## src/rtl/counter_ctrl.sv

```systemverilog
// Front-panel control for the 4-bit up/down counter: synchronises and debounces
// the buttons, tracks count direction and sequences Load / Count_en pulses.

module counter_ctrl_debounce #(
  parameter int DEBOUNCE_CYCLES = 4
) (
  input  logic Clk,
  input  logic nReset,
  input  logic raw,
  output logic evt
);
  localparam int CW = (DEBOUNCE_CYCLES > 1) ? $clog2(DEBOUNCE_CYCLES) : 1;

  logic [1:0]    sync;
  logic [CW-1:0] cnt;
  logic          deb, deb_q;

  // evt is a registered rising edge of the debounced level, one cycle after it changes
  always_ff @(posedge Clk or negedge nReset) begin
    if (!nReset) begin
      sync  <= '0;
      cnt   <= '0;
      deb   <= 1'b0;
      deb_q <= 1'b0;
      evt   <= 1'b0;
    end else begin
      sync  <= {sync[0], raw};
      if (sync[1] == deb) begin
        cnt <= '0;
      end else if (cnt == CW'(DEBOUNCE_CYCLES - 1)) begin
        deb <= sync[1];
        cnt <= '0;
      end else begin
        cnt <= cnt + CW'(1);
      end
      deb_q <= deb;
      evt   <= deb & ~deb_q;
    end
  end
endmodule

module counter_ctrl #(
  parameter int DEBOUNCE_CYCLES = 4,
  parameter int TICK_DIV        = 10
) (
  input  logic       Clk,
  input  logic       nReset,
  input  logic       Btn_load,
  input  logic       Btn_dir,
  input  logic       Btn_step,
  input  logic       Run,
  output logic       Load,
  output logic       Count_en,
  output logic       Up,
  output logic [1:0] Mode
);
  localparam int PW = (TICK_DIV > 1) ? $clog2(TICK_DIV) : 1;

  typedef enum logic [1:0] {
    S_IDLE = 2'b00,
    S_RUN  = 2'b01,
    S_STEP = 2'b10,
    S_LOAD = 2'b11
  } state_t;

  logic [2:0]    raw, evt;
  logic [1:0]    run_sync;
  logic          run_s, dir_tgl;
  state_t        state, nxt;
  logic [PW-1:0] presc, presc_nxt;

  assign raw   = {Btn_step, Btn_dir, Btn_load};
  assign run_s = run_sync[1];
  assign Mode  = state;

  for (genvar b = 0; b < 3; b++) begin : g_btn
    counter_ctrl_debounce #(.DEBOUNCE_CYCLES(DEBOUNCE_CYCLES)) u_db (
      .Clk    (Clk),
      .nReset (nReset),
      .raw    (raw[b]),
      .evt    (evt[b])
    );
  end

  always_comb begin
    nxt = state;
    case (state)
      S_IDLE:  if (evt[0])      nxt = S_LOAD;
               else if (evt[2]) nxt = S_STEP;
               else if (run_s)  nxt = S_RUN;
      S_RUN:   if (evt[0])      nxt = S_LOAD;
               else if (!run_s) nxt = S_IDLE;
      S_STEP:  nxt = S_IDLE;
      S_LOAD:  nxt = run_s ? S_RUN : S_IDLE;
      default: nxt = S_IDLE;
    endcase
  end

  // Prescaler restarts from 0 on every entry into RUN
  always_comb begin
    presc_nxt = '0;
    if (state == S_RUN)
      presc_nxt = (presc == PW'(TICK_DIV - 1)) ? '0 : presc + PW'(1);
  end

  // Outputs are registered from the next state so they line up with Mode
  always_ff @(posedge Clk or negedge nReset) begin
    if (!nReset) begin
      state    <= S_IDLE;
      presc    <= '0;
      run_sync <= '0;
      dir_tgl  <= 1'b0;
      Up       <= 1'b0;
      Load     <= 1'b0;
      Count_en <= 1'b0;
    end else begin
      state    <= nxt;
      presc    <= presc_nxt;
      run_sync <= {run_sync[0], Run};
      dir_tgl  <= evt[1];
      Up       <= Up ^ dir_tgl;
      Load     <= (nxt == S_LOAD);
      Count_en <= (nxt == S_STEP) ||
                  ((nxt == S_RUN) && (presc_nxt == PW'(TICK_DIV - 1)));
    end
  end
endmodule

```

## config.mk

```make
export PLATFORM = sky130hd
export DESIGN_NAME = counter_ctrl
export DESIGN_NICKNAME = d
export VERILOG_FILES = /design/src/rtl/counter_ctrl.sv
export SDC_FILE = /design/constraint.sdc
export NUM_CORES = 1
export LEC_CHECK = 0
export BUFFER_PORTS_ARGS = -buffer_cell sky130_fd_sc_hd__buf_2
export CAP_MARGIN = 20
export CORE_MARGIN = 2
export CORE_UTILIZATION = 50
export CTS_CLUSTER_SIZE = 20
export DETAILED_ROUTE_END_ITERATION = 8
export HOLD_SLACK_MARGIN = 0.12
export PLACE_DENSITY = 0.69
export SYNTH_ARGS = -nofsm -noshare
export SYNTH_HDL_FRONTEND = slang
export SYNTH_HIERARCHICAL = 1
export SYNTH_SLANG_ARGS = --single-unit
```

## constraint.sdc

```tcl
create_clock -name Clk -period 1.8 [get_ports Clk]
set_input_delay 0.09 -clock Clk [delete_from_list [all_inputs] [get_ports Clk]]
set_output_delay 0.09 -clock Clk [all_outputs]
set_load 0.01 [all_outputs]
```

Word level (Yosys, flattened, before mapping)
Cells that the tools add are included.
{ "totals": {"reg_bits": 33, "inputBits": 6, "out_inout_bits": 5} }
{ "op_classes": {"addsub": 4, "eq_ne": 14, "mux": 15, "n_bitwise": 10, "reduce_logical": 6} }
{ "op_table": {"columns": ["operator", "count"], "rows": [
  ["2-bit 2-to-1 mux", 11],
  ["2-bit == test (second input constant)", 7],
  ["4-bit == test (second input constant)", 2],
  ["4-bit 2-to-1 mux", 2],
  ["2-bit one-hot mux with 4 select lines", 1],
  ["2-bit by 1-bit adder with 2-bit output (second input constant)", 3],
  ["1-bit NOT", 6],
  ["2-bit AND reduction", 3],
  ["4-bit by 1-bit adder with 4-bit output (second input constant)", 1],
  ["2-bit by 1-bit == test with 1-bit output (second input constant)", 2],
  ["1-bit bitwise AND", 3],
  ["1-bit == test", 3],
  ["2-bit zero test", 1],
  ["1-bit logical AND", 1],
  ["1-bit logical OR", 1],
  ["1-bit 2-to-1 mux", 1],
  ["1-bit bitwise XOR", 1]
]} }

Depth between registers and ports, before layout
Gate-level depths: netlist of the first run.
{ "depth": {"word_depth": 7, "ltp_mapped": 5, "mapped_depth_nobuf": 5} }

By module
The synthesis of the first run kept the hierarchy.
{ "by_module_without_submodules": {"columns": ["mod", "n_inst", "cells_each", "area_each_um2", "seq_area_each_um2"], "rows": [
  ["counter_ctrl_debounce", 3, 13, 230.2, 175.2],
  ["counter_ctrl", 1, 38, 478.0, 300.3]
]} }

Least setup slack after synthesis of the first run
Ideal clock, no wire load.
{ "synth_timing": {"path_kind": "register to register", "from": "register state[1] (netlist: Mode[1])", "to": "register Count_en", "setup_ns": 0.092, "arrival_time_ns": 1.348, "t_required_ns": 1.708, "setup_slack_ns": 0.360, "path_stages_with_launch": 4, "n_path_buf": 0, "synth_period_minus_slack_ns": 1.440, "path_cell_list": "dfrtp_1 or3b_1 a2111o_1 o31ai_2"} }
{ "synth_via": {"elab_chain_cells": 7} }
{ "synth_rtl": {"columns": ["element", "line", "rtl"], "rows": [
  ["from (decl)", "69", "state_t state, nxt;"],
  ["from (signal assigned)", "117", "state <= nxt;"],
  ["2-bit 2-to-1 mux", "90", "else if (run_s) nxt = S_RUN;"],
  ["2-bit 2-to-1 mux", "89", "else if (evt[2]) nxt = S_STEP;"],
  ["2-bit 2-to-1 mux", "88", "S_IDLE: if (evt[0]) nxt = S_LOAD;"],
  ["2-bit one-hot mux with 4 select lines", "87", "case (state)"],
  ["2-bit by 1-bit == test with 1-bit output", "124", "((nxt == S_RUN) && (presc_nxt == PW'(TICK_DIV - 1)));"],
  ["1-bit logical AND", "124", null],
  ["1-bit logical OR *", "123", "Count_en <= (nxt == S_STEP) ||"],
  ["to (signal assigned)", "123", null],
  ["to (decl)", "53", "output logic Count_en,"]
]} }
Every way passes the cells marked *; elsewhere a longest branch is shown, timed or not.
A chain may end at the register's enable or synchronous reset.

Final worst setup path of the first run
Ends and elaborated chain as after synthesis.

==> results of run 1 <==
==> cell type report <==
type | instances | area, µm² | area share
clock buffer | 7 | 65.1 | 0.0474
clock inverter | 1 | 5.00 | 0.00364
inverter | 4 | 15.0 | 0.0109
multi-input combinational | 40 | 328 | 0.239
sequential | 33 | 826 | 0.601
tap | 28 | 35.0 | 0.0255
timing repair buffer | 15 | 100 | 0.0729
==> registers in the layout (all words and copies together), names as in the netlist <==
name and cells:
g_btn.u_db/deb 3, g_btn.u_db/sync 6, presc 4, Up 1, g_btn.u_db/deb_q 3, Load 1, g_btn.u_db/cnt 6, g_btn.u_db/evt 3
Mode 2, dir_tgl 1, run_sync 2, Count_en 1
==> final timing paths <==
check	startpoint	end	slack, ns	cells after the start
worst max register to register	Mode[1]$_DFF_PN0_	Count_en$_DFF_PN0_	0.34	3
worst max-delay path	Mode[1]$_DFF_PN0_	Count_en$_DFF_PN0_	0.34	3
max in group asynchronous	nReset	Up$_DFF_PN0_	1.00	2
min in group Clk	g_btn[0].u_db/sync[0]$_DFF_PN0_	g_btn[0].u_db/sync[1]$_DFF_PN0_	0.36	0
worst min register to register	g_btn[0].u_db/sync[0]$_DFF_PN0_	g_btn[0].u_db/sync[1]$_DFF_PN0_	0.36	0
worst min-delay path	nReset	Count_en$_DFF_PN0_	0.34	2
==> power groups by stage <==
| stage | combinational [mW] | sequential (mW) | clock (mW) |
|---|---|---|---|
| finish | 0.509 | 1.15 | 0.452 |
| global route | 0.596 | 1.19 | 0.501 |
| CTS | 0.521 | 1.16 | 0.477 |
| detailed placement | 0.511 | 1.17 | 0 |
| global placement | 0.491 | 1.15 | 0 |
| floorplan | 0.355 | 1.15 | 0 |
==> stage by stage <==
stage | hold WS, ns | total power [mW] | setup WS, ns | instances
after floorplan | -0.206 | 1.51 | 0.360 | 77
after global placement | 0.166 | 1.64 | 0.377 | 115
after detailed placement | 0.181 | 1.68 | 0.351 | 115
after CTS | 0.350 | 2.16 | 0.335 | 128
after global routing | 0.364 | 2.29 | 0.249 | 128
final | 0.344 | 2.11 | 0.340 | 128
==> worst max-delay path: stages, from the launching register on <==
cell      delay (ns)
dfrtp_1         0.43
or3b_1          0.41
a2111o_1        0.38
o31ai_2         0.16
==> layer usage <==
layer  vias to the layer above  track usage  wire length, µm
met2                        16        0.225              776
met3                         4       0.0514               75
met1                       305        0.160              678
li1                        298            -                -
met5                         -            0                0
met4                         0        0.103               35
==> cell usage in the layout, fill, tap and decap left out <==
| master | instances |
|---|---|
| a2111o_1 | 1 |
| a21oi_1 | 2 |
| a311o_2 | 1 |
| and2b_2 | 1 |
| buf_2 | 10 |
| clkbuf_4 | 5 |
| clkbuf_8 | 2 |
| clkinv_2 | 1 |
| dfrtp_1 | 33 |
| dlygate4sd3_1 | 5 |
| ha_1 | 5 |
| inv_1 | 4 |
| mux2_1 | 3 |
| nand2_1 | 2 |
| nand2b_1 | 1 |
| nand3_1 | 1 |
| nor2_1 | 4 |
| nor2b_1 | 7 |
| nor3_2 | 3 |
| o31ai_2 | 1 |
| or3b_1 | 1 |
| or4_2 | 1 |
| xnor2_1 | 3 |
| xor2_1 | 3 |
==> logic make-up after synthesis <==
logic type | share of synthesized area
multiplexers | 0.0289
adder cells (fa/ha/maj) | 0.0535
buffers and inverters | 0.0128
flip-flops | 0.707
AO/OA/AOI/OAI | 0.0385
XOR/XNOR | 0.0450
AND/OR/NAND/NOR | 0.115
==> results.sh, run 1 <==
export IMPL_cts_setup_buffers=0
export IMPL_async_flop_share=1.00
export IMPL_holdBufCountCts=5
export IMPL_power_switching_mw=0.633
export IMPL_max_cap_viol_count=0
export IMPL_nets=110
export IMPL_synth_edf_count=0
export IMPL_dieArea_um2=2740
export IMPL_seq_area_frac_synth=0.707
export IMPL_cts_tree="built"
export IMPL_finalSetupViolCount=0
export IMPL_finalCritPeriodShare=0.811
export IMPL_rsz0062_at_grt="false"
export IMPL_die_w_um=52.3
export IMPL_antenna_found_initial=0
export IMPL_wl_um=1570
export IMPL_hpwl_um=1050
export IMPL_place_congestion=0.751
export IMPL_core_um2=2210
export IMPL_drc=0
export IMPL_dr_pass1_iters=4
export IMPL_cts_buffers=5
export IMPL_min_path_type="in -> async"
export IMPL_syn_area_um2=1170
export IMPL_port_buffers=10
export IMPL_pwr_share_comb=0.241
export IMPL_drive_gt1_frac=0.250
export IMPL_pwr_density_cell_nw_per_um2=1540
export IMPL_netlist_top_cell_by_area="dfrtp_1"
export IMPL_grt_pass1_wl_um=2670
export IMPL_slew_headroom=0.532
export IMPL_criticalPathCategory="reg -> reg"
export IMPL_power_frac_seq=0.546
export IMPL_syn_inst=77
export IMPL_clk_pin_slew_ns=0.10
export IMPL_synth_nets=88
export IMPL_fillers=182
export IMPL_hold_violations=0
export IMPL_worstPathRequired_ns=2.04
export IMPL_tns_ns=0
export IMPL_postRouteAntennaNets=0
export IMPL_status="completed"
export IMPL_synth_top_area_frac=0.707
export IMPL_intPower_mw=1.48
export IMPL_p_sw_frac=0.299
export IMPL_vias=623
export IMPL_clock_power_share=0.214
export IMPL_grt_pass1_vias=634
export IMPL_cts_root_buf="clkbuf_4"
export IMPL_synth_most_common_cell="dfrtp_1"
export IMPL_area_growth_pct=17.6
export IMPL_clock_latency_ns=0.32
export IMPL_place_area_um2=1250
export IMPL_via_per_inst=4.87
export IMPL_antenna_cells=0
export IMPL_clock_sinks=33
export IMPL_gr_usage_all_layers=0.143
export IMPL_p_leak_nw=0.674
export IMPL_overflow=0
export IMPL_rows=17
export IMPL_synthDistinctLibCells=19
export IMPL_synth_main_ff_cell="dfrtp_1"
export IMPL_fmax_mhz=685
export IMPL_worst_ep_arrival_time_ns=1.70
export IMPL_fin_util=0.621
export IMPL_die_h_um=52.3
export IMPL_fin_skew_ns=0.00594
export IMPL_yosys_register_bits=33
export IMPL_cp_max_fo=6
export IMPL_htreeDepth=2
export IMPL_drtIter0Drc=6
export IMPL_critPathCaptureType="register"
export IMPL_irDropWorstVdd_mv=0.826
export IMPL_cts_buffer_depth=2
export IMPL_design_area_um2=1370
export IMPL_ys_top_cells_by_count="dfrtp_1, nor2b_1, ha_1"
export IMPL_ioPinCount=11
export IMPL_finalMaxSlewViolations=0
export IMPL_post_drt_wl_per_cell_um=12.2
export IMPL_initial_core_util=0.528
export IMPL_cts_resized=0
export IMPL_syn_avg_cell_area_um2=15.2
export IMPL_synth_top_cells_by_area="dfrtp_1, ha_1, nor2b_1"
export IMPL_start_kind="register"
export IMPL_tightest_slew_ns=0.701
export IMPL_period_needed_ns=1.46
export IMPL_synth_warning_count=6
export IMPL_grt_max_degree=34
No activity file was read; power rests on OpenSTA's default activity.
==> inputs of run 2 (changes only) <==
==> constraint.sdc (replaced) <==
create_clock -name Clk -period 1.5 [get_ports Clk]
set_input_delay 0.075 -clock Clk [delete_from_list [all_inputs] [get_ports Clk]]
set_output_delay 0.075 -clock Clk [all_outputs]
set_load 0.01 [all_outputs]
==> run 2 against run 1 <==
Net effect:
- fmax grew 1.6%
- global-route usage grew 0.45 points
- clock power grew 21%
- first-iteration DRC count shrank 67%
- routed wire length grew 2.7%
- sequential share of layout area shrank 0.29 points
- core utilization grew 0.40 points
- largest power group unchanged
- sequential cell count is the same
- hold slack lost 0.0087 ns
- power grew 21%
- worst setup slack lost 0.28 ns
==> results.sh, run 2 (synthesis results as in run 1) <==
export IMPL_status="completed"
export IMPL_drive_gt1_frac=0.267
export IMPL_clk_pin_slew_ns=0.09
export IMPL_overflow=0
export IMPL_cts_tree="built"
export IMPL_criticalPathCategory="reg -> reg"
export IMPL_core_um2=2210
export IMPL_wl_um=1610
export IMPL_fillers=174
export IMPL_dp_slack_ns=0.0813
export IMPL_final_common_cell="dfrtp_1"
export IMPL_cts_buffer_depth=2
export IMPL_clock_sinks=33
export IMPL_r2r_start="Mode[1]$_DFF_PN0_"
export IMPL_post_drt_wl_per_cell_um=12.5
export IMPL_power_switching_mw=0.774
export IMPL_grt_max_degree=34
export IMPL_clock_latency_ns=0.32
export IMPL_worstPathRequired_ns=1.74
export IMPL_vias=625
export IMPL_grt_pass1_wl_um=2680
export IMPL_via_per_inst=4.84
export IMPL_max_cap_viol_count=0
export IMPL_clock_power_share=0.214
export IMPL_cts_buffers=5
export IMPL_die_h_um=52.3
export IMPL_initial_core_util=0.528
export IMPL_cts_setup_buffers=0
export IMPL_slew_headroom=0.531
export IMPL_worst_ep_arrival_time_ns=1.68
export IMPL_fin_skew_ns=0.00826
export IMPL_ioPinCount=11
export IMPL_final_cell_mix="dfrtp_1, buf_2, nor2b_1"
export IMPL_multi_input_area_um2=328
export IMPL_cp_max_fo=2
export IMPL_place_congestion=0.749
export IMPL_dr_pass1_iters=2
export IMPL_intPower_mw=1.79
export IMPL_gr_usage_all_layers=0.148
export IMPL_nets=111
export IMPL_port_buffers=10
export IMPL_pwr_density_cell_nw_per_um2=1860
export IMPL_antenna_found_initial=0
export IMPL_die_w_um=52.3
export IMPL_hpwl_um=1100
export IMPL_register_area_um2=827
export IMPL_postRouteAntennaNets=0
export IMPL_drtIter0Drc=2
export IMPL_grt_pass1_vias=660
export IMPL_p_sw_frac=0.302
export IMPL_worstSetupStartpoint="Mode[1]$_DFF_PN0_"
export IMPL_finalMaxSlewViolations=0
export IMPL_setup_ws_ns=0.0626
export IMPL_critPathCaptureType="register"
export IMPL_fmax_mhz=696
export IMPL_rsz0062_at_grt="false"
export IMPL_pwr_share_comb=0.250
export IMPL_dieArea_um2=2740
export IMPL_finalSetupViolCount=0
export IMPL_min_path_type="in -> async"
export IMPL_cts_root_buf="clkbuf_4"
export IMPL_tightest_slew_ns=0.703
export IMPL_period_needed_ns=1.44
export IMPL_rows=17
export IMPL_antenna_cells=0
export IMPL_area_growth_pct=18.3
export IMPL_finalCritPeriodShare=0.958
export IMPL_power_frac_seq=0.536
export IMPL_drc=0
export IMPL_top_regs="g_btn.u_db/cnt (6), g_btn.u_db/sync (6), presc (4)"
export IMPL_irDropWorstVdd_mv=1.16
export IMPL_tns_ns=0
export IMPL_htreeDepth=2
export IMPL_hold_violations=0
export IMPL_start_kind="register"
export IMPL_p_leak_nw=0.678
run 2: changes by cell type in the layout (fill, tap and decap cells not counted), sizes merged:
cell  previous run  this run
buf             10        11
run 2: critical path: stages (launching register included):
cell,delay [ns]
dfrtp_1,0.39
or3b_1,0.41
a2111o_1,0.39
o31ai_2,0.17
run 2: per-stage QoR:
stage	cells	util	cell area [µm²]	hold WS (ns)	total power, mW
floorplan	77	-	1170	-0.221	1.81
global placement	116	0.570	1260	0.155	1.98
detailed placement	116	0.570	1260	0.161	2.04
CTS	129	0.624	1380	0.337	2.61
global route	129	0.625	1380	0.369	2.75
finish	129	0.625	1380	0.336	2.57
run 2: power groups by stage:
stage / registers [mW] / logic [mW] / clock network (mW)
final: 1.38 / 0.643 / 0.549
after floorplan: 1.39 / 0.425 / 0
after CTS: 1.38 / 0.660 / 0.573
after global routing: 1.42 / 0.739 / 0.599
after global placement: 1.37 / 0.607 / 0
after detailed placement: 1.39 / 0.650 / 0
run 2: worst paths after layout:
path                                         end  slack, ns  cells after the start
max in group asynchronous     presc[0]$_DFF_PN0_       0.67                      2
max reg2reg                   Count_en$_DFF_PN0_       0.06                      3
max                           Count_en$_DFF_PN0_       0.06                      3
min in group Clk           run_sync[1]$_DFF_PN0_       0.35                      0
min                            dir_tgl$_DFF_PN0_       0.34                      2
min reg2reg                run_sync[1]$_DFF_PN0_       0.35                      0
run 2: area by class of cell:
| cell class | instances | share of cell area |
|---|---|---|
| multi-input combinational | 40 | 0.237 |
| clock inverter | 1 | 0.00362 |
| timing repair buffer | 16 | 0.0778 |
| inverter | 4 | 0.0109 |
| tap | 28 | 0.0253 |
| clock buffer | 7 | 0.0471 |
| sequential | 33 | 0.598 |
run 2: repair_timing:
item                                    4_1_cts  5_1_grt
endpoints found under the setup margin        0        1
hold buffers                                  5        0
resized for setup                             0        1
hold endpoints to repair                     37        0
run 2: layer usage:
metal,vias to the layer above,routed length (µm),global-route usage
li1,301,-,-
met1,297,685,0.145
met2,19,779,0.244
met3,8,86,0.0686
met4,0,57,0.103
met5,-,0,0
==> inputs of run 3 (changes only) <==
--- a/config.mk
+++ b/config.mk
@@ -7,12 +7,14 @@
 export LEC_CHECK = 0
 export BUFFER_PORTS_ARGS = -buffer_cell sky130_fd_sc_hd__buf_2
 export CAP_MARGIN = 20
+export CELL_PAD_IN_SITES_DETAIL_PLACEMENT = 0
+export CELL_PAD_IN_SITES_GLOBAL_PLACEMENT = 1
 export CORE_MARGIN = 2
-export CORE_UTILIZATION = 50
+export CORE_UTILIZATION = 46
 export CTS_CLUSTER_SIZE = 20
 export DETAILED_ROUTE_END_ITERATION = 8
 export HOLD_SLACK_MARGIN = 0.12
-export PLACE_DENSITY = 0.69
+export PLACE_DENSITY_LB_ADDON = 0.1
 export SYNTH_ARGS = -nofsm -noshare
 export SYNTH_HDL_FRONTEND = slang
 export SYNTH_HIERARCHICAL = 1
==> constraint.sdc (replaced) <==
create_clock -name Clk -period 1.5 [get_ports Clk]
set_input_delay 0.075 -clock Clk [delete_from_list [all_inputs] [get_ports Clk]]
set_output_delay 0.075 -clock Clk [all_outputs]
set_load 0.05 [all_outputs]
==> run 3 against run 2 <==
Net effect:
- first-iteration DRC count is 50% higher
- sequential share of layout area is 0.64 points lower
- power is 5.3% higher
- routed wire length is 8.0% lower
- clock-buffer cell count is 1 lower
- critical path depth stayed put
- fmax is 0.31% lower
- combinational power is 27% higher
- final cell count is 3.1% higher
- clock power is 5.3% lower
- core utilization is 5.0 points lower
- critical endpoint unchanged
- global-route usage is 1.4 points lower
==> results.sh, run 3 (synthesis results as in run 1) <==
export IMPL_place_congestion=0.682
export IMPL_dr_pass1_iters=4
export IMPL_tns_ns=0
export IMPL_irDropWorstVdd_mv=1.07
export IMPL_post_drt_wl_per_cell_um=11.1
export IMPL_antenna_found_initial=0
export IMPL_p_leak_nw=0.684
export IMPL_cts_setup_buffers=0
export IMPL_final_common_cell="dfrtp_1"
export IMPL_finalPower_mw=2.70
export IMPL_nets=113
export IMPL_slew_headroom=0.762
export IMPL_fillers=209
export IMPL_hpwl_um=1040
export IMPL_overflow=0
export IMPL_min_path_type="in -> async"
export IMPL_criticalPathCategory="reg -> reg"
export IMPL_pwr_density_cell_nw_per_um2=1930
export IMPL_fmax_mhz=694
export IMPL_antenna_cells=0
export IMPL_cp_slowest_stage_delay_ns=0.40
export IMPL_dp_slack_ns=0.0710
export IMPL_ioPinCount=11
export IMPL_clk_pin_slew_ns=0.10
export IMPL_clock_latency_ns=0.32
export IMPL_postRouteAntennaNets=0
export IMPL_cpMaxStageDelayCell="dfrtp_1"
export IMPL_final_cell_mix="dfrtp_1, buf_2, nor2b_1"
export IMPL_critPathCaptureType="register"
export IMPL_drive_gt1_frac=0.291
export IMPL_finalMaxSlewViolations=0
export IMPL_hold_violations=0
export IMPL_grt_max_degree=18
export IMPL_core_um2=2430
export IMPL_period_needed_ns=1.44
export IMPL_via_per_inst=4.62
export IMPL_drc=0
export IMPL_finalCritPeriodShare=0.961
export IMPL_area_growth_pct=19.6
export IMPL_wl_met1_um=712
export IMPL_die_h_um=54.4
export IMPL_worst_ep_arrival_time_ns=1.68
export IMPL_crit_chain="or3b_4 > a2111o_1 > o31ai_2"
export IMPL_dr_max_layer_used="met4"
export IMPL_vias=614
export IMPL_rsz0062_at_grt="false"
export IMPL_port_buffers=10
export IMPL_worstPathRequired_ns=1.74
export IMPL_fin_skew_ns=0.00484
export IMPL_rows=18
export IMPL_initial_core_util=0.480
export IMPL_dieArea_um2=2960
export IMPL_wl_um=1480
export IMPL_grt_pass1_vias=634
export IMPL_clock_sinks=33
export IMPL_start_kind="register"
export IMPL_cts_tree="built"
export IMPL_dr_wl_met2_um=673
export IMPL_htreeDepth=2
export IMPL_die_w_um=54.4
export IMPL_status="completed"
export IMPL_drtIter0Drc=3
export IMPL_met3_length_um=69
export IMPL_cts_buffer_depth=2
export IMPL_max_cap_viol_count=0
export IMPL_gr_usage_all_layers=0.134
export IMPL_cts_buffers=5
export IMPL_finalSetupViolCount=0
export IMPL_grt_pass1_wl_um=2590
export IMPL_cp_max_fo=3
export IMPL_setup_ws_ns=0.0581
export IMPL_top_regs="g_btn.u_db/cnt (6), g_btn.u_db/sync (6), presc (4)"
export IMPL_cts_root_buf="clkbuf_4"
export IMPL_tightest_slew_ns=0.357
==> run 3: what timing repair did <==
action / 4_1_cts / 5_1_grt
resized for setup: 0 / 1
hold buffers: 5 / 0
hold endpoints to repair: 37 / 0
endpoints found under the setup margin: 0 / 1
==> run 3: worst paths after layout <==
path	cells after the start	endpoint	start	slack, ns
worst min register to register	0	dir_tgl$_DFF_PN0_	g_btn[1].u_db/evt$_DFF_PN0_	0.36
worst max register to register	3	Count_en$_DFF_PN0_	g_btn[2].u_db/evt$_DFF_PN0_	0.06
max in group asynchronous	3	presc[0]$_DFF_PN0_	nReset	0.86
worst max-delay path	3	Count_en$_DFF_PN0_	g_btn[2].u_db/evt$_DFF_PN0_	0.06
min in group Clk	0	dir_tgl$_DFF_PN0_	g_btn[1].u_db/evt$_DFF_PN0_	0.36
worst min-delay path	2	g_btn[2].u_db/cnt[1]$_DFF_PN0_	nReset	0.18
==> run 3: final cells by class <==
| cell class | instances | area [µm²] | share of cell area |
|---|---|---|---|
| clock buffer | 6 | 51.3 | 0.0367 |
| multi-input combinational | 40 | 330 | 0.236 |
| tap | 30 | 37.5 | 0.0269 |
| timing repair buffer | 18 | 123 | 0.0877 |
| sequential | 33 | 827 | 0.592 |
| inverter | 4 | 15.0 | 0.0107 |
| clock inverter | 2 | 13.8 | 0.00985 |
==> run 3: power breakdown <==
group / leakage (nW) / switching (mW) / internal, mW / total [mW]
Sequential: 0.409 / 0.180 / 1.19 / 1.37
Clock: 0.0382 / 0.291 / 0.228 / 0.520
Combinational: 0.237 / 0.476 / 0.341 / 0.816
==> run 3: through the flow <==
stage | utilization | instances | cell area, µm² | hold WS [ns]
after floorplan | - | 77 | 1170 | -0.221
after global placement | 0.526 | 120 | 1280 | 0.00708
after detailed placement | 0.526 | 120 | 1280 | 0.0122
after CTS | 0.574 | 133 | 1400 | 0.181
after global routing | 0.575 | 133 | 1400 | 0.192
final | 0.575 | 133 | 1400 | 0.179
==> run 3: metal layers <==
layer  up-vias  global-route usage
met3         3              0.0574
li1        306                   -
met4         0              0.0875
met2        13               0.197
met1       292               0.159
met5         -                   0
==> run 3: worst max-delay path, delay by kind of cell, from the launching register on <==
kind             cells  cell delay (ns)
AO/OA/AOI/OAI        2             0.56
flip-flops           1             0.40
AND/OR/NAND/NOR      1             0.40
